===== src/rtl/cm0_dap_pkg.sv =====
// Shared DAP definitions: FSM encoding, DP<->AP bus layouts and widths.
// Latency: n/a (types and constants only).
// Backpressure: n/a.
//
// Bus layouts (LSB first):
//   dp->ap (38b): req[0], data[32:1], regaddr[36:33], rnw[37]
//   ap->dp (34b): ack[0], err[1], data[33:2]
package cm0_dap_pkg;

  localparam int DP2AP_W = 38;
  localparam int AP2DP_W = 34;
  localparam int DATA_W  = 32;
  localparam int ADDR_W  = 4;

  // dp->ap bit positions
  localparam int DP2AP_REQ      = 0;
  localparam int DP2AP_DATA_LSB = 1;
  localparam int DP2AP_DATA_MSB = 32;
  localparam int DP2AP_ADDR_LSB = 33;
  localparam int DP2AP_ADDR_MSB = 36;
  localparam int DP2AP_RNW      = 37;

  // ap->dp bit positions
  localparam int AP2DP_ACK      = 0;
  localparam int AP2DP_ERR      = 1;
  localparam int AP2DP_DATA_LSB = 2;
  localparam int AP2DP_DATA_MSB = 33;

  typedef enum logic [1:0] {
    ST_IDLE = 2'd0,
    ST_REQ  = 2'd1,
    ST_REL  = 2'd2
  } apacc_state_t;

  // Field order matches the bit positions above.
  typedef struct packed {
    logic              rnw;
    logic [ADDR_W-1:0] regaddr;
    logic [DATA_W-1:0] data;
    logic              req;
  } dp_to_ap_t;

  typedef struct packed {
    logic [DATA_W-1:0] data;
    logic              err;
    logic              ack;
  } ap_to_dp_t;

endpackage


===== src/rtl/cm0_dap_dp_apacc_if.sv =====
// APACC access channel between the DP protocol engine and the AP access block.
// Latency: n/a (wires only).
// Backpressure: slave answers each acc_valid with ready, wait or fault in the same cycle.
//
// master = protocol engine, slave = cm0_dap_dp_apacc.
interface cm0_dap_dp_apacc_if;
  import cm0_dap_pkg::*;

  logic              acc_valid;
  logic              acc_rnw;
  logic [ADDR_W-1:0] acc_addr;
  logic [DATA_W-1:0] acc_wdata;
  logic              acc_ready;
  logic              acc_wait;
  logic              acc_fault;
  logic              acc_done;
  logic [DATA_W-1:0] rdbuff;

  modport master (
    output acc_valid, acc_rnw, acc_addr, acc_wdata,
    input  acc_ready, acc_wait, acc_fault, acc_done, rdbuff
  );

  modport slave (
    input  acc_valid, acc_rnw, acc_addr, acc_wdata,
    output acc_ready, acc_wait, acc_fault, acc_done, rdbuff
  );

endinterface


===== src/rtl/cm0_dap_sync.sv =====
// Multi-flop synchroniser for a single asynchronous level signal.
// Latency: STAGES clk cycles from d to q.
// Backpressure: none.
//
// Ports: clk, rst (sync, active-high, clears the chain), d (async in), q (synchronised out).
module cm0_dap_sync #(
  parameter int STAGES = 2
) (
  input  logic clk,
  input  logic rst,
  input  logic d,
  output logic q
);

  logic [STAGES-1:0] chain;

  always_ff @(posedge clk) begin
    if (rst) begin
      chain <= '0;
    end else begin
      chain <= {chain[STAGES-2:0], d};
    end
  end

  assign q = chain[STAGES-1];

endmodule


===== src/rtl/cm0_dap_dp_apacc.sv =====
// APACC bridge: turns DP access requests into a 4-phase req/ack handshake to the AP.
// Latency: req rises the cycle after accept; acc_done SYNC_STAGES cycles after AP ack rises.
// Backpressure: one transfer in flight; acc_valid while busy gets acc_wait, with sticky error acc_fault.
//
// Ports: dclk, dpreset (sync, active-high); acc (APACC channel, slave side);
//        clr_sticky, abort (DP controls); sticky_err, busy (status);
//        cm0_dap_dp_to_ap (38b request bus), cm0_dap_ap_to_dp (34b response bus, async to dclk).
module cm0_dap_dp_apacc
  import cm0_dap_pkg::*;
#(
  parameter int PRESENT     = 1,
  parameter int SYNC_STAGES = 2
) (
  input  logic                dclk,
  input  logic                dpreset,
  cm0_dap_dp_apacc_if.slave   acc,
  input  logic                clr_sticky,
  input  logic                abort,
  output logic                sticky_err,
  output logic                busy,
  output logic [DP2AP_W-1:0]  cm0_dap_dp_to_ap,
  input  logic [AP2DP_W-1:0]  cm0_dap_ap_to_dp
);

  localparam bit HAS_AP = (PRESENT != 0);

  apacc_state_t      state;
  apacc_state_t      state_nxt;

  logic              rnw_q;
  logic [ADDR_W-1:0] addr_q;
  logic [DATA_W-1:0] wdata_q;
  logic [DATA_W-1:0] rdbuff_q;
  logic              sticky_q;
  logic              abort_q;
  logic              armed_q;
  logic              done_q;

  logic              ack_s;
  logic              ack_seen;
  logic              discard;
  logic              acc_ready_c;
  logic              acc_wait_c;
  logic              acc_fault_c;
  logic              xfer_done_c;

  ap_to_dp_t         ap_in;
  dp_to_ap_t         ap_out;

  assign ap_in = cm0_dap_ap_to_dp;

  // Only ack crosses the synchroniser; data/err are held stable by the AP while ack is high.
  cm0_dap_sync #(
    .STAGES (SYNC_STAGES)
  ) u_ack_sync (
    .clk (dclk),
    .rst (dpreset),
    .d   (ap_in.ack),
    .q   (ack_s)
  );

  // An ack only counts once ack_s has been seen low inside REQ. A legitimate ack cannot
  // reach ack_s in the first REQ cycle, so this costs no latency, but it keeps a stale
  // ack from a handshake cut short by reset from completing the next transfer.
  assign ack_seen = ack_s && armed_q;

  // Abort on the completing cycle discards the result as well.
  assign discard = abort_q || abort;

  // ---------------------------------------------------------------------------
  // FSM: state register
  // ---------------------------------------------------------------------------
  always_ff @(posedge dclk) begin
    if (dpreset) begin
      state <= ST_IDLE;
    end else begin
      state <= state_nxt;
    end
  end

  // ---------------------------------------------------------------------------
  // FSM: next state
  // ---------------------------------------------------------------------------
  always_comb begin
    state_nxt = state;
    case (state)
      ST_IDLE: if (acc_ready_c && HAS_AP) state_nxt = ST_REQ;
      ST_REQ:  if (ack_seen)              state_nxt = ST_REL;
      ST_REL:  if (!ack_s)                state_nxt = ST_IDLE;
      default:                            state_nxt = ST_IDLE;
    endcase
  end

  // ---------------------------------------------------------------------------
  // FSM: outputs
  // ---------------------------------------------------------------------------
  // Gated by dpreset so nothing is accepted or reported on a cycle that is being reset.
  always_comb begin
    acc_ready_c = 1'b0;
    acc_wait_c  = 1'b0;
    acc_fault_c = 1'b0;
    xfer_done_c = 1'b0;
    if (!dpreset) begin
      case (state)
        ST_IDLE: begin
          if (acc.acc_valid) begin
            // Uses the registered flag, so a same-cycle clr_sticky still faults.
            if (sticky_q) acc_fault_c = 1'b1;
            else          acc_ready_c = 1'b1;
          end
        end
        ST_REQ: begin
          acc_wait_c  = acc.acc_valid;
          xfer_done_c = ack_seen && !discard;
        end
        ST_REL: begin
          acc_wait_c = acc.acc_valid;
        end
        default: ;
      endcase
    end
  end

  // ---------------------------------------------------------------------------
  // Datapath
  // ---------------------------------------------------------------------------
  always_ff @(posedge dclk) begin
    if (dpreset) begin
      rnw_q    <= 1'b0;
      addr_q   <= '0;
      wdata_q  <= '0;
      rdbuff_q <= '0;
      sticky_q <= 1'b0;
      abort_q  <= 1'b0;
      armed_q  <= 1'b0;
      done_q   <= 1'b0;
    end else begin
      // With no AP an accept completes on its own one cycle later.
      done_q <= !HAS_AP && acc_ready_c;

      if (acc_ready_c) begin
        abort_q <= 1'b0;
        armed_q <= 1'b0;
        if (HAS_AP) begin
          rnw_q   <= acc.acc_rnw;
          addr_q  <= acc.acc_addr;
          wdata_q <= acc.acc_wdata;
        end else begin
          rdbuff_q <= '0;
        end
      end

      if (state == ST_REQ) begin
        if (abort)  abort_q <= 1'b1;
        if (!ack_s) armed_q <= 1'b1;
      end

      if (xfer_done_c && rnw_q) rdbuff_q <= ap_in.data;

      // A new error outranks a coincident clear.
      if (xfer_done_c && ap_in.err) sticky_q <= 1'b1;
      else if (clr_sticky)          sticky_q <= 1'b0;
    end
  end

  always_comb begin
    ap_out         = '0;
    ap_out.rnw     = rnw_q;
    ap_out.regaddr = addr_q;
    ap_out.data    = wdata_q;
    ap_out.req     = (state == ST_REQ);
  end

  assign cm0_dap_dp_to_ap = ap_out;

  assign acc.acc_ready = acc_ready_c;
  assign acc.acc_wait  = acc_wait_c;
  assign acc.acc_fault = acc_fault_c;
  assign acc.acc_done  = HAS_AP ? xfer_done_c : done_q;
  assign acc.rdbuff    = rdbuff_q;

  assign sticky_err = sticky_q;
  assign busy       = (state != ST_IDLE);

endmodule


===== src/flat_wrapper.sv =====
// flat-port wrapper written by rule: the top's interface ports become plain ports
module cm0_dap_dp_apacc_flat import cm0_dap_pkg::*;
#(
  parameter int PRESENT     = 1,
  parameter int SYNC_STAGES = 2
)
  (dclk, dpreset, clr_sticky, abort, sticky_err, busy, cm0_dap_dp_to_ap, cm0_dap_ap_to_dp, acc_acc_valid, acc_acc_rnw, acc_acc_addr, acc_acc_wdata, acc_acc_ready, acc_acc_wait, acc_acc_fault, acc_acc_done, acc_rdbuff);
  cm0_dap_dp_apacc_if acc_i ();
  input  logic dclk;
  input  logic dpreset;
  input  logic clr_sticky;
  input  logic abort;
  output logic sticky_err;
  output logic busy;
  output logic [DP2AP_W-1:0] cm0_dap_dp_to_ap;
  input  logic [AP2DP_W-1:0] cm0_dap_ap_to_dp;
  input wire logic [$bits(acc_i.acc_valid)-1:0] acc_acc_valid;
  input wire logic [$bits(acc_i.acc_rnw)-1:0] acc_acc_rnw;
  input wire logic [$bits(acc_i.acc_addr)-1:0] acc_acc_addr;
  input wire logic [$bits(acc_i.acc_wdata)-1:0] acc_acc_wdata;
  output wire logic [$bits(acc_i.acc_ready)-1:0] acc_acc_ready;
  output wire logic [$bits(acc_i.acc_wait)-1:0] acc_acc_wait;
  output wire logic [$bits(acc_i.acc_fault)-1:0] acc_acc_fault;
  output wire logic [$bits(acc_i.acc_done)-1:0] acc_acc_done;
  output wire logic [$bits(acc_i.rdbuff)-1:0] acc_rdbuff;
  assign acc_i.acc_valid = acc_acc_valid;
  assign acc_i.acc_rnw = acc_acc_rnw;
  assign acc_i.acc_addr = acc_acc_addr;
  assign acc_i.acc_wdata = acc_acc_wdata;
  assign acc_acc_ready = acc_i.acc_ready;
  assign acc_acc_wait = acc_i.acc_wait;
  assign acc_acc_fault = acc_i.acc_fault;
  assign acc_acc_done = acc_i.acc_done;
  assign acc_rdbuff = acc_i.rdbuff;
  cm0_dap_dp_apacc #(.PRESENT(PRESENT), .SYNC_STAGES(SYNC_STAGES)) u_core (.dclk(dclk), .dpreset(dpreset), .acc(acc_i), .clr_sticky(clr_sticky), .abort(abort), .sticky_err(sticky_err), .busy(busy), .cm0_dap_dp_to_ap(cm0_dap_dp_to_ap), .cm0_dap_ap_to_dp(cm0_dap_ap_to_dp));
endmodule

===== config.mk =====
export PLATFORM = sky130hd
export DESIGN_NAME = cm0_dap_dp_apacc_flat
export DESIGN_NICKNAME = d
export VERILOG_FILES = /design/src/rtl/cm0_dap_pkg.sv /design/src/rtl/cm0_dap_dp_apacc_if.sv /design/src/rtl/cm0_dap_sync.sv /design/src/rtl/cm0_dap_dp_apacc.sv /design/src/flat_wrapper.sv
export SDC_FILE = /design/constraint.sdc
export NUM_CORES = 1
export LEC_CHECK = 0
export CORE_ASPECT_RATIO = 0.75
export CORE_MARGIN = 2
export CORE_UTILIZATION = 37
export DETAILED_ROUTE_END_ITERATION = 10
export GPL_TIMING_DRIVEN = 1
export HOLD_SLACK_MARGIN = 0.1
export PLACE_DENSITY_LB_ADDON = 0.05
export RECOVER_POWER = 50
export SYNTH_ARGS = -nofsm -noshare
export SYNTH_HDL_FRONTEND = slang
export SYNTH_SLANG_ARGS = --single-unit

===== constraint.sdc =====
create_clock -name dclk -period 1.6 [get_ports dclk]
set_clock_uncertainty 0.05 [all_clocks]
set_input_delay 0.24 -clock dclk [delete_from_list [all_inputs] [get_ports dclk]]
set_output_delay 0.24 -clock dclk [all_outputs]
set_load 0.01 [all_outputs]

==> key figures, run 1 <==
Pwr
  • Cell-internal power: approximately 4.1 mW
  • VDD IR max: 0.7343 mV
  • Clock power share: between 30 and 40%
  • Power Dens Cells: approximately 1100 mW/mm^2
  • Switching Fraction: between 20% and 30%
  • Switching power: ~1.6 mW
  • Sequential power share: between 30 and 40%
  • Pleak: approximately 1.9 nW
  • Comb pwr share: between 20% and 30%

Status
  • Status: finished, violations left
  • Failing checks: setup timing

Final layout
  • Final non-filler cell total: 620
  • Multi-input logic area: roughly 0.0015 sq mm
  • Ant diodes: 0
  • Share of cells above drive strength 1: 16.41%
  • P&R area growth vs syn: 70.70%
  • Fin util: 64.77%
  • NumNets Final: ~590
  • Fill cells: ~730
  • Register Area: 0.001528 sq mm

Floorplanning
  • Core area: around 0.0084 sq mm
  • Chip Width: between 100 and 150 microns
  • Die area: approximately 0.0094 sq mm
  • Die H: around 84 microns
  • Initial Utilization: between 30% and 40%
  • Io pins: about 150
  • Rows: 29

Logic synthesis
  • Area share of the largest cell type after synthesis: 47.63%
  • Mux cell area share after synthesis: less than 1%
  • Syn nets: ~430
  • Number of enable flip-flop cells after synthesis: 0
  • Seq/Total Area, Yosys: a little under half
  • Compound-Gate Fraction of Synth Area: between 20% and 30%
  • Largest family of logic cells by synthesized area: compound AO/OA/AOI/OAI gates
  • Yosys Warn Count: 0
  • Top FF cell, synth: dfxtp_1
  • Synth top cells by count: dfxtp_1, nand2b_1, nand2_1
  • Most common cell in the synthesized netlist: dfxtp_1
  • Synth area leaders: dfxtp_1, a311oi_1, nand2b_1, a31o_1, o21ai_0
  • Syn Inst Count: 352
  • Post-Synth Adder-Cell Area: slightly below 2%
  • Unique cell type count in the Yosys netlist: 24
  • Synth area leader: dfxtp_1
  • Seq cells post-synth: 76
  • Syn_area_per_cell: 9.075 sq um
  • FFs w/ async S/R, synth: 0%
  • Mapped Area: roughly 0.0032 sq mm
  • Simple-gate share of the synthesized area: 16.02%
  • Post-synthesis xor/xnor area fraction: 0%

Clocking
  • Bufs on Longest Clock Path: 2
  • H-tree levels: 3
  • Clock sinks: 76
  • Latest clock arrival within the worst-skew pair: between 300 and 400 ps
  • CTS Buf Count: 9
  • CTS tree: built
  • CTS root buffer: clkbuf_16
  • Clock-pin slew on the worst setup and hold paths: 60 ps

Global route
  • Congestion Overflow GR: 0
  • First-pass GRT wire length: 14.31 mm
  • Vias in the first global route: 3000
  • Largest net degree at the start of global routing: 66
  • All-layer global routing usage: a little under a fifth
  • Antenna violations before repair: 0

Worst setup path
  • R2r endpoint: u_core.state[1]$_SDFFE_PP0P_
  • CP Max Fanout: 3
  • Required @ worst endpoint: roughly 1300 ps
  • Reg-to-reg startpoint: u_core.state[1]$_SDFFE_PP0P_
  • Slack of the worst reg-to-reg path: -40 ps
  • Worst Reg-to-Reg Cells: 7
  • Type of element capturing the critical path: primary output
  • Critical path arrival: 1400 ps
  • Startpoint Class: flop
  • Classification of the worst setup path: flop to primary output

Timing
  • Tcrit/Tclk final: 105.7%
  • Final setup violation count: 6
  • Slew @ Worst Pin: just under 500 ps
  • Final hold violations: 0
  • Fmax: roughly 600 MHz
  • Slew headroom: 67.35%
  • Final Max Slew Viols: 0
  • Unrepaired setup endpoints after global routing: yes
  • Final Worst Setup Slack: -90.86 ps
  • Post-route minimum period: ~1700 ps

Detailed routing
  • Final wirelength: about 9.3 mm
  • Vias: 3054
  • Vias per cell: 4.926
  • Pre-Repair DR Iteration Count: 4
  • Routed WL per cell: around 15 microns
  • Remaining antenna violation count: 0
  • Iteration-0 DRC count of the detailed router: roughly 130
  • DRC errors left: 0

Placed design
  • Placed Cells: 596
  • # port buffers: 151
  • RePlAce Congestion: around 0.74
  • DPL Wire Length: between 5 and 6 mm

Min path
  • HP Start: dpreset
  • Hold Path Class: input pin to flop
  • Hold-critical path endpoint: u_core.abort_q$_SDFF_PP0_
  • WHS Path Cells: 3

Run
  • Max Cap Viol: 0
flip-flops by register name, summed over array words and instances (netlist names):
signal,count
u_core.u_ack_sync.chain,2
u_core.armed_q,1
u_core.sticky_err,1
u_core.acc.rdbuff,32
u_core.addr_q,4
u_core.abort_q,1
u_core.state,2
u_core.wdata_q,32
u_core.rnw_q,1
layout make-up:
| type | instances | area share (%) |
|---|---|---|
| Clock inverter | 2 | 0.1836 |
| Sequential cell | 76 | 28.02 |
| Tap cell | 108 | 2.478 |
| Timing Repair Buffer | 181 | 33.50 |
| Clock buffer | 13 | 4.773 |
| Multi-Input combinational cell | 203 | 28.41 |
| Inverter | 37 | 2.639 |
routing by layer:
metal	share of wire (%)	vias up	track usage [%]
li1	-	1526	-
met1	44	1426	21.71
met2	46	86	31.21
met3	8.6	16	9.097
met4	1.9	0	6.510
met5	0	-	0
layout by cell type, fill, tap and decap left out, types with 6 or more instances in the layout:
cell type,Yosys,layout
clkdlybuf4s50_1,0,143
dfxtp_1,76,73
nand2b_1,41,41
nand2_1,38,38
o21ai_0,37,37
inv_1,37,34
a31o_1,29,29
a311oi_2,0,24
buf_4,4,17
clkbuf_16,0,12
a311oi_1,32,8
buf_6,0,6
power groups by stage:
stage | combinational [mW] | sequential, mW | clock, mW
floorplan | 0.582 | 2.32 | 0
global route | 1.82 | 2.25 | 1.98
detailed placement | 1.49 | 2.25 | 0
finish | 1.67 | 2.22 | 1.85
global placement | 1.48 | 2.24 | 0
CTS | 1.54 | 2.22 | 1.92
per-stage QoR:
stage	hold slack, ps	worst slack (ps)	cell area, sq um	power [mW]	TNS (ps)
floorplan	298.6	13.36	3208	2.902	0
global placement	384.8	-463.7	4871	3.719	-11630
detailed placement	386.4	-456.9	4871	3.746	-13270
CTS	324.6	-72.94	5174	5.677	-178.1
global route	370.2	-151.4	5453	6.049	-2284
finish	354.6	-90.86	5453	5.747	-187.3
worst max-delay path, cell delays in order, from the launching register on:
cell	delay, ps
dfxtp_2	330
inv_4	80
ha_4	130
nor4b_4	220
and2_4	200
buf_6	110
cells by family after synthesis:
logic type | after synthesis
multiplexers | 2
AO/OA/AOI/OAI | 105
adder cells (fa/ha/maj) | 5
AND/OR/NAND/NOR | 91
buffers and inverters | 73
flip-flops | 76
how the worst max path moves through the flow:
stage	start	end	slack (ps)	cells past startpoint
6_report	u_core.state[1]$_SDFFE_PP0P_	acc_acc_done	-90	5
2_1_floorplan	u_core.state[1]$_SDFFE_PP0P_	acc_acc_done	10	6
5_1_grt	u_core.state[0]$_SDFFE_PP0P_	u_core.state[1]$_SDFFE_PP0P_	-150	7
3_5_place_dp	abort	acc_acc_done	-460	4
3_3_place_gp	abort	acc_acc_done	-460	4
4_1_cts	u_core.state[1]$_SDFFE_PP0P_	acc_acc_done	-70	5
repair_timing:
item,in CTS,in global routing
pin swaps,3,28
gates cloned,0,4
hold buffers,0,0
gates resized for setup,32,33
setup endpoints to repair,41,38
buffers inserted,2,3
Note: power is estimated with default switching activity, not from simulation.
==> run 2: changes to the inputs <==
CTS_CLUSTER_DIAMETER = 100   (was default)
clock period = 1.4 ns   (was 1.6 ns; I/O delays follow)
==> key figures, run 2 (same netlist as run 1, synthesis figures left out) <==
Status
  • Status: finished, violations left
  • Failing checks: setup timing

Placed design
  • RePlAce Congestion: 0.7815 (+5.6%)
  • Placed Cells: 599 (+0.50%)
  • DPL Wire Length: 5.884 mm (-0.93%)
  • # port buffers: 151 (unchanged)
  • Area after DPL: 0.004912 sq mm (+0.85%)
  • DP Worst Slack: -600.3 ps (-143.4 ps)

Pwr
  • Pleak: 2.630 nW (+38%)
  • Switching Fraction: 29.25% (+1.4 points)
  • Switching power: 2.206 mW (+38%)
  • Clock power share: 32.4% (about the same)
  • Power Dens Cells: 1228 mW/mm^2 (+16%)
  • Total power: 7.540 mW (+31%)
  • Cell-internal power: 5.334 mW (+29%)
  • Sequential power share: 33.6% (-5.1 points)
  • VDD IR max: 0.7687 mV (+4.7%)
  • Comb pwr share: 34.1% (+5.1 points)

Final layout
  • Final non-filler cell total: 642 (+3.5%)
  • NumNets Final: 610 (+3.6%)
  • Post-route design area: 0.006142 sq mm (+13%)
  • P&R area growth vs syn: 92.28%
  • Register Area: 0.001531 sq mm (+0.25%)
  • Fill cells: 654 (-11%)
  • Most frequent cells in the layout: clkdlybuf4s50_1, dfxtp_1, dlygate4sd2_1, nand2b_1, inv_1
  • Share of cells above drive strength 1: 32.77% (+16 points)
  • Fin util: 72.96% (+8.2 points)
  • Leading cell type in the layout, fill and taps excluded: clkdlybuf4s50_1
  • Multi-input logic area: 0.001868 sq mm (+21%)
  • Ant diodes: 0 (unchanged)

Clocking
  • Cts hold-fix bufs: 0 (unchanged)
  • Clock sinks: 76 (unchanged)
  • Latest clock arrival within the worst-skew pair: 330 ps (about the same)
  • H-tree levels: 3 (unchanged)
  • Clock-pin slew on the worst setup and hold paths: 60 ps (about the same)
  • CTS tree: built
  • Bufs on Longest Clock Path: 2 (unchanged)
  • CTS root buffer: clkbuf_16
  • CTS Buf Count: 9 (unchanged)

Timing
  • Unrepaired setup endpoints after global routing: yes
  • Fmax: 591.1 MHz
  • Final Max Slew Viols: 0 (unchanged)
  • Final Worst Setup Slack: -291.8 ps (-200.9 ps)
  • Slew headroom: 37.33% (-30 points)
  • Final hold violations: 0 (unchanged)
  • Tcrit/Tclk final: 120.8%
  • Setup_tns: -12520 ps (-12340 ps)
  • Post-route minimum period: roughly 1700 ps
  • Final setup violation count: 76 (+70)
  • Hold slack final: 385.5 ps (+30.85 ps)
  • Slew @ Worst Pin: 940.1 ps (+450.4 ps)

Worst setup path
  • Type of element capturing the critical path: primary output
  • Reg-to-reg startpoint: u_core.state[1]$_SDFFE_PP0P_
  • Classification of the worst setup path: flop to primary output
  • Worst setup path start: u_core.state[1]$_SDFFE_PP0P_
  • Required @ worst endpoint: 1140 ps (-170 ps)
  • Startpoint Class: flop
  • Critical path arrival: 1430 ps (+30 ps)
  • Worst Reg-to-Reg Cells: 8 (+1)
  • CP Max Fanout: 5 (+2)

Global route
  • All-layer global routing usage: 20.41% (+1.5 points)
  • Vias in the first global route: 3014 (+0.47%)
  • Antenna violations before repair: 0 (unchanged)
  • First-pass GRT wire length: 15.41 mm (+7.7%)
  • Largest net degree at the start of global routing: 66 (unchanged)
  • Congestion Overflow GR: 0 (unchanged)

Detailed routing
  • Vias per cell: 5.030 (+2.1%)
  • Remaining antenna violation count: 0 (unchanged)
  • DRC errors left: 0 (unchanged)
  • Iteration-0 DRC count of the detailed router: 157 (+24%)
  • Routed WL per cell: 16.24 microns (+8.4%)
  • Vias: 3229 (+5.7%)
  • Pre-Repair DR Iteration Count: 5 (+1)
  • Final wirelength: 10.43 mm (+12%)

Floorplanning
  • Io pins: 152 (unchanged)
  • Rows: 29 (unchanged)
  • Die H: 84.47 microns (unchanged)
  • Die area: 0.009400 sq mm (unchanged)
  • Chip Width: 111.3 microns (unchanged)
  • Core area: 0.008418 sq mm (unchanged)
  • Initial Utilization: 37.95% (unchanged)

Min path
  • Hold Path Class: input pin to flop
  • HP Start: acc_acc_addr[2]
  • WHS Path Cells: 3 (unchanged)

Run
  • Max Cap Viol: 0 (unchanged)
==> run 2: changes by cell type in the layout (fill, tap and decap cells not counted), moves of 4 or more <==
cell             previous run  this run
o21ai_2                     0        24
dlygate4sd2_1               2        70
nand2_1                    38         5
clkbuf_16                  12        18
buf_6                       6        13
nand2_4                     0        20
a311oi_2                   24        30
a311oi_1                    8         2
o21ai_0                    37         0
clkdlybuf4s50_1           143        74
buf_16                      0         4
o21ai_1                     0        13
nand2_2                     0        13
==> run 2: cell type report <==
class | instances | share of cell area (%)
clock buffers | 13 | 4.420
clock inverters | 3 | 0.6926
inverters | 37 | 2.424
multi-input cells | 203 | 30.41
flip-flops and latches | 76 | 24.93
well taps | 108 | 2.200
repair buffers | 202 | 34.92
==> run 2: final timing paths <==
| kind | end | slack (ps) |
|---|---|---|
| worst min register to register | u_core.u_ack_sync.chain[1]$_SDFF_PP0_ | 410 |
| worst min-delay path | u_core.addr_q[2]$_SDFFE_PP0P_ | 390 |
| worst max register to register | u_core.state[1]$_SDFFE_PP0P_ | -270 |
| worst max-delay path | acc_acc_ready | -290 |
==> run 2: worst max-delay path: stages, from the launching register on <==
cell	delay (ps)
dfxtp_2	330
inv_4	70
buf_6	100
ha_4	140
nand4bb_4	130
buf_6	150
inv_8	70
buf_6	100
==> run 2: repair_timing <==
action / CTS / global route
buffers inserted: 9 / 7
pin swaps: 7 / 79
gates cloned: 5 / 10
hold endpoints to repair: 0 / 0
endpoints found under the setup margin: 144 / 80
resized for setup: 129 / 156
==> run 2: power groups by stage <==
stage          logic [mW]  clock network (mW)  registers (mW)
5_1_grt              2.74                2.56            2.56
3_5_place_dp         1.77                   0            2.58
4_1_cts              1.96                2.46            2.52
6_report             2.57                2.44            2.53
3_3_place_gp         1.76                   0            2.57
2_1_floorplan       0.697                   0            2.66
==> run 2: routing by layer <==
metal  global-route usage [%]  vias to the layer above  routed length [microns]
met1                    25.47                     1554                     4623
met4                    6.397                        0                       98
met5                        0                        -                        0
met2                    32.82                       87                     4949
li1                         -                     1579                        -
met3                    7.942                        9                      758
==> run 3: changes to the inputs <==
SKIP_CTS_REPAIR_TIMING = 1   (was default)
==> key figures, run 3 (same netlist as run 1, synthesis figures left out) <==
Min path
  • HP Start: dpreset
  • Hold-critical path endpoint: u_core.abort_q$_SDFF_PP0_
  • Hold Path Class: input pin to flop
  • WHS Path Cells: 3 (unchanged)

Worst setup path
  • CP Max Fanout: 3 (-2)
  • Classification of the worst setup path: flop to primary output
  • Reg-to-reg startpoint: u_core.state[1]$_SDFFE_PP0P_
  • Worst path depth: 6 (-1)
  • Cell Chain, Critical Path: inv_4, buf_6, ha_4, buf_4, and4b_1, clkbuf_2
  • Worst Reg-to-Reg Cells: 8 (unchanged)
  • Slack of the worst reg-to-reg path: -290 ps (-20 ps)
  • Slowest CP cell: dfxtp_2
  • Critical path arrival: 1450 ps (+20 ps)
  • R2r endpoint: u_core.state[1]$_SDFFE_PP0P_
  • Required @ worst endpoint: 1140 ps (about the same)
  • Startpoint Class: flop
  • Worst path bufs/invs: 4 (-1)
  • Max incr delay on CP: 350 ps (+20 ps)
  • Type of element capturing the critical path: primary output
  • Cell family with most CP delay: buffers and inverters

Floorplanning
  • Die area: 0.009400 sq mm (unchanged)
  • Rows: 29 (unchanged)
  • Io pins: 152 (unchanged)
  • Die H: 84.47 microns (unchanged)
  • Chip Width: 111.3 microns (unchanged)
  • Core area: 0.008418 sq mm (unchanged)
  • Initial Utilization: 37.95% (unchanged)

Timing
  • Slew headroom: 47.41% (+10 points)
  • Slew @ Worst Pin: 788.9 ps (-151.2 ps)
  • Post-route minimum period: 1705 ps (+13.24 ps)
  • Setup_tns: -15860 ps (-3333 ps)
  • Final setup violation count: 77 (+1.3%)
  • Tcrit/Tclk final: 121.8% (+0.95 points)
  • Final hold violations: 0 (unchanged)
  • Final Worst Setup Slack: -305.0 ps (-13.24 ps)
  • Fmax: 586.5 MHz (-0.78%)
  • Final Max Slew Viols: 0 (unchanged)
  • Unrepaired setup endpoints after global routing: yes

Clocking
  • CTS tree: built
  • H-tree levels: 3 (unchanged)
  • Clock sinks: 76 (unchanged)
  • CTS root buffer: clkbuf_16
  • Latest clock arrival within the worst-skew pair: 330 ps (about the same)
  • CTS Buf Count: 9 (unchanged)
  • Clock-pin slew on the worst setup and hold paths: 60 ps (about the same)
  • Bufs on Longest Clock Path: 2 (unchanged)

Global route
  • First-pass GRT wire length: 14.23 mm (-7.7%)
  • Congestion Overflow GR: 0 (unchanged)
  • Largest net degree at the start of global routing: 66 (unchanged)
  • Vias in the first global route: 2816 (-6.6%)
  • All-layer global routing usage: 18.69% (-1.7 points)
  • Antenna violations before repair: 0 (unchanged)

Final layout
  • Ant diodes: 0 (unchanged)
  • Most frequent cells in the layout: clkdlybuf4s50_1, dfxtp_1, nand2b_1, nand2_1
  • Share of cells above drive strength 1: 13.54% (-19 points)
  • Register Area: 0.001531 sq mm (unchanged)
  • P&R area growth vs syn: 70.94%
  • Fill cells: 736 (+13%)
  • Leading cell type in the layout, fill and taps excluded: clkdlybuf4s50_1
  • NumNets Final: 593 (-2.8%)
  • Multi-input logic area: 0.001400 sq mm (-25%)

Pwr
  • Power Dens Cells: 1264 mW/mm^2 (+3.0%)
  • Pleak: 2.507 nW (-4.7%)
  • VDD IR max: 0.7359 mV (-4.3%)

Placed design
  • DP Worst Slack: -600.3 ps (unchanged)
  • # port buffers: 151 (unchanged)
  • RePlAce Congestion: 0.7815 (unchanged)
  • DPL Wire Length: 5.884 mm (unchanged)

Detailed routing
  • Remaining antenna violation count: 0 (unchanged)
  • DRC errors left: 0 (unchanged)
  • Iteration-0 DRC count of the detailed router: 109 (-31%)
  • Pre-Repair DR Iteration Count: 4 (-1)
  • Final wirelength: 9.220 mm (-12%)
  • Vias: 3028 (-6.2%)
  • Routed WL per cell: 14.75 microns (-9.2%)
  • Vias per cell: 4.845 (-3.7%)

Status
  • Status: finished, violations left
  • Failing checks: setup timing

Run
  • Max Cap Viol: 0 (unchanged)
[run 3: cell types whose count changed in the layout (fill, tap and decap cells not counted), sizes merged]
cell / change
dlygate4sd2: -70
clkdlybuf4s25: +35
dlymetal6s2s: +35
buf: -13
clkbuf: -4
[run 3: worst max path at each step]
stage                                       from                                end  slack [ps]
CTS                 u_core.state[1]$_SDFFE_PP0P_                       acc_acc_done        -700
global placement                           abort                       acc_acc_done        -610
finish              u_core.state[1]$_SDFFE_PP0P_                      acc_acc_fault        -310
floorplan           u_core.state[1]$_SDFFE_PP0P_  u_core.acc.rdbuff[0]$_SDFFE_PP0P_        -120
detailed placement                         abort                       acc_acc_done        -600
global route        u_core.state[1]$_SDFFE_PP0P_       u_core.state[1]$_SDFFE_PP0P_        -370
[run 3: area by class of cell]
cell class | instances | area share (%)
clock inverter | 3 | 0.7791
sequential | 76 | 28.05
tap | 108 | 2.475
multi-input combinational | 203 | 25.64
clock buffer | 13 | 4.972
inverter | 37 | 2.635
timing repair buffer | 185 | 35.45
[run 3: routing by layer]
layer / vias to the layer above / wire length [microns] / global-route usage, %
met3: 8 / 718 / 8.448
met1: 1406 / 4060 / 22.79
met4: 0 / 95 / 6.397
met5: - / 0 / 0
li1: 1538 / - / -
met2: 76 / 4345 / 29.55
[run 3: worst min-delay path: cells and delay by family]
| family | cells | cell delay, ps |
|---|---|---|
| simple gates | 1 | 110 |
| buf+inv | 2 | 390 |
[run 3: through the flow]
step	util, %	hold slack [ps]	cells	cell area, sq um	total power [mW]
final	64.86	361.1	625	5460	6.901
after global routing	64.86	374.9	625	5460	7.235
after CTS	62.08	321.8	615	5226	6.783
after detailed placement	58.35	411.5	599	4912	4.351
after global placement	58.35	391.0	599	4912	4.327
after floorplan	-	268.6	352	3234	3.359
[run 3: where the power goes]
group,switching [mW],total [mW],internal (mW),leakage [nW]
Combinational,0.855,1.95,1.10,1.73
Sequential,0.129,2.53,2.40,0.622
Clock,0.884,2.42,1.54,0.151
==> variant, RTL diff (settings of run 1) <==
Encoding of `apacc_state_t`: now one-hot (3 bits for 3 states).
--- a/src/rtl/cm0_dap_pkg.sv
+++ b/src/rtl/cm0_dap_pkg.sv
@@ -28,6 +28,6 @@
 
-  typedef enum logic [1:0] {
-    ST_IDLE = 2'd0,
-    ST_REQ  = 2'd1,
-    ST_REL  = 2'd2
+  typedef enum logic [2:0] {
+    ST_IDLE = 3'b001,
+    ST_REQ  = 3'b010,
+    ST_REL  = 3'b100
   } apacc_state_t;
Behaviour: same outputs for any inputs over 10 cycles, from zero or initial values and one cycle with dpreset high; not proved beyond that.
==> variant against run 1 <==
Worst hold slack got worse by 0.0033 ns. Sequential cell count increased by 1. Maximum frequency decreased by 3.6%. Power decreased by 7.5%. Worst setup slack got worse by 0.063 ns. Wire length increased by 26%. Final area increased by 12%. Register-to-register slack got worse by 0.11 ns. The flow still finishes with violations (negative setup slack). Area after synthesis increased by 6.6%. Largest power group unchanged. Critical path type is now register to register.
==> variant: results (changes against run 1) <==
metric	value	unit	change
syn2layout_area_growth	78.58	%	
syn_nets	446		+3.0%
setup_viol	34		+28
setup_ws	-0.1542	ns	-0.06332 ns
track_usage	22.02	%	+3.1 points
tightest_slew	0.6545	ns	+0.1647 ns
grt_pass1_wl	17350	um	+21%
cp.arrival	1.89	ns	+0.49 ns
layout.cells.non_filler	646		+4.2%
synthTopCellsByCount	77 x dfxtp_1, 40 x nand2_1, 38 x o211ai_1		
ys_types	32		+33%
grt-ovfl-total	0		unchanged
diodes	0		unchanged
pre_cts_ws	-0.5349	ns	-0.07805 ns
grt_antenna_before_repair	0		unchanged
h-tree-depth	3		unchanged
cp_slowest_cell	or3b_4		
grt_pass1_vias	3383		+13%
drive_gt1_share	22.47	%	+6.1 points
yosysWarningCount	0		unchanged
dp_hpwl	6817	um	+15%
synthTopCellsByArea	dfxtp_1 45%, o31ai_2 11%, o211ai_1 8.4%		
peakVddDrop	0.6248	mV	-15%
totalWireLength	11730	um	+26%
hp-class	input pin to register		
path_clk_slew	0.05	ns	
port_buffers	151		unchanged
drt_iter0_markers	177		+39%
avgSynthCellArea	9.205	um2	+1.4%
ant_nets	0		unchanged
grt_start_max_net_pins	45		-32%
cts.path.max_buffers	2		unchanged
place.gp.congestion	0.8226		+11%
clock-root-buffer	clkbuf_16		
leakage	2.330	nW	+22%
drt_first_pass_iters	4		unchanged
slowest_delay	0.46	ns	+0.13 ns
power.internal	0.003872	W	-6.6%
nets	607		+3.1%
place_inst	618		+3.7%
worst-path-max-fanout	8		+5
synth-async-reset-ratio	0	%	unchanged
violations	negative setup slack		
n_fill_cell	718		-1.9%
vias	3588		+17%
seq_area_frac_synth	45.26	%	-2.4 points
outcome	finished with violations		
cts_inserted_buffers	9		unchanged
clock_latency	0.33	ns	about the same
variant: power groups by stage:
stage	Combinational [W]	Clock, W	Sequential (W)
6_report	0.00126	0.00198	0.00208
5_1_grt	0.00134	0.00208	0.00209
4_1_cts	0.00120	0.00202	0.00208
3_5_place_dp	0.00105	0	0.00212
3_3_place_gp	0.00104	0	0.00212
2_1_floorplan	0.000432	0	0.00216
variant: final cells by class:
| cell class | instances | share of cell area, % |
|---|---|---|
| repair buffers | 197 | 34.60 |
| flip-flops and latches | 77 | 25.47 |
| clock buffers | 12 | 4.053 |
| multi-input cells | 241 | 32.48 |
| well taps | 112 | 2.304 |
| inverters | 5 | 0.5143 |
| clock inverters | 2 | 0.5760 |
variant: cell families (layout without fill, tap and decap cells):
group | Yosys count | in the layout | share of synthesized area [%]
DFF | 77 | 77 | 45.26
and+or+nand+nor | 130 | 130 | 20.65
buffers and inverters | 52 | 216 | 8.120
AOI/OAI and AO/OA | 111 | 111 | 25.97
variant: final timing paths:
| kind | from | to | slack, ns | cells past startpoint |
|---|---|---|---|---|
| max | u_core.state[1] | u_core.acc.rdbuff[17] | -0.15 | 6 |
| min reg2reg | u_core.u_ack_sync.chain[0] | u_core.u_ack_sync.chain[1] | 0.39 | 1 |
| max reg2reg | u_core.state[1] | u_core.acc.rdbuff[17] | -0.15 | 6 |
| min | dpreset | u_core.state[2] | 0.35 | 5 |
variant: what timing repair did:
item	in CTS	in global routing
endpoints found under the hold margin	0	0
pin swaps	21	66
setup buffers	4	5
gates cloned	5	3
resized for setup	68	42
setup endpoints to repair	42	46
variant: layer usage:
metal  part of all wire (%)  vias up  track usage (%)
met5                      0        -                0
met4                    1.2        0            5.367
met3                    5.7       14            5.498
met2                     46      118            35.07
met1                     47     1741            30.18
li1                       -     1715                -
variant: through the flow:
step / area (um2) / setup TNS, ns
after CTS: 5781 / -3.504
after global placement: 5117 / -8.455
after global routing: 6082 / -4.397
after detailed placement: 5117 / -9.939
final: 6082 / -2.729
after floorplan: 3406 / 0
variant: critical path, delay by kind of cell, from the launching register on:
family          cells  cell delay (ns)
buf+inv             3             0.44
flops               1             0.36
compound gates      2             0.29
simple gates        1             0.46
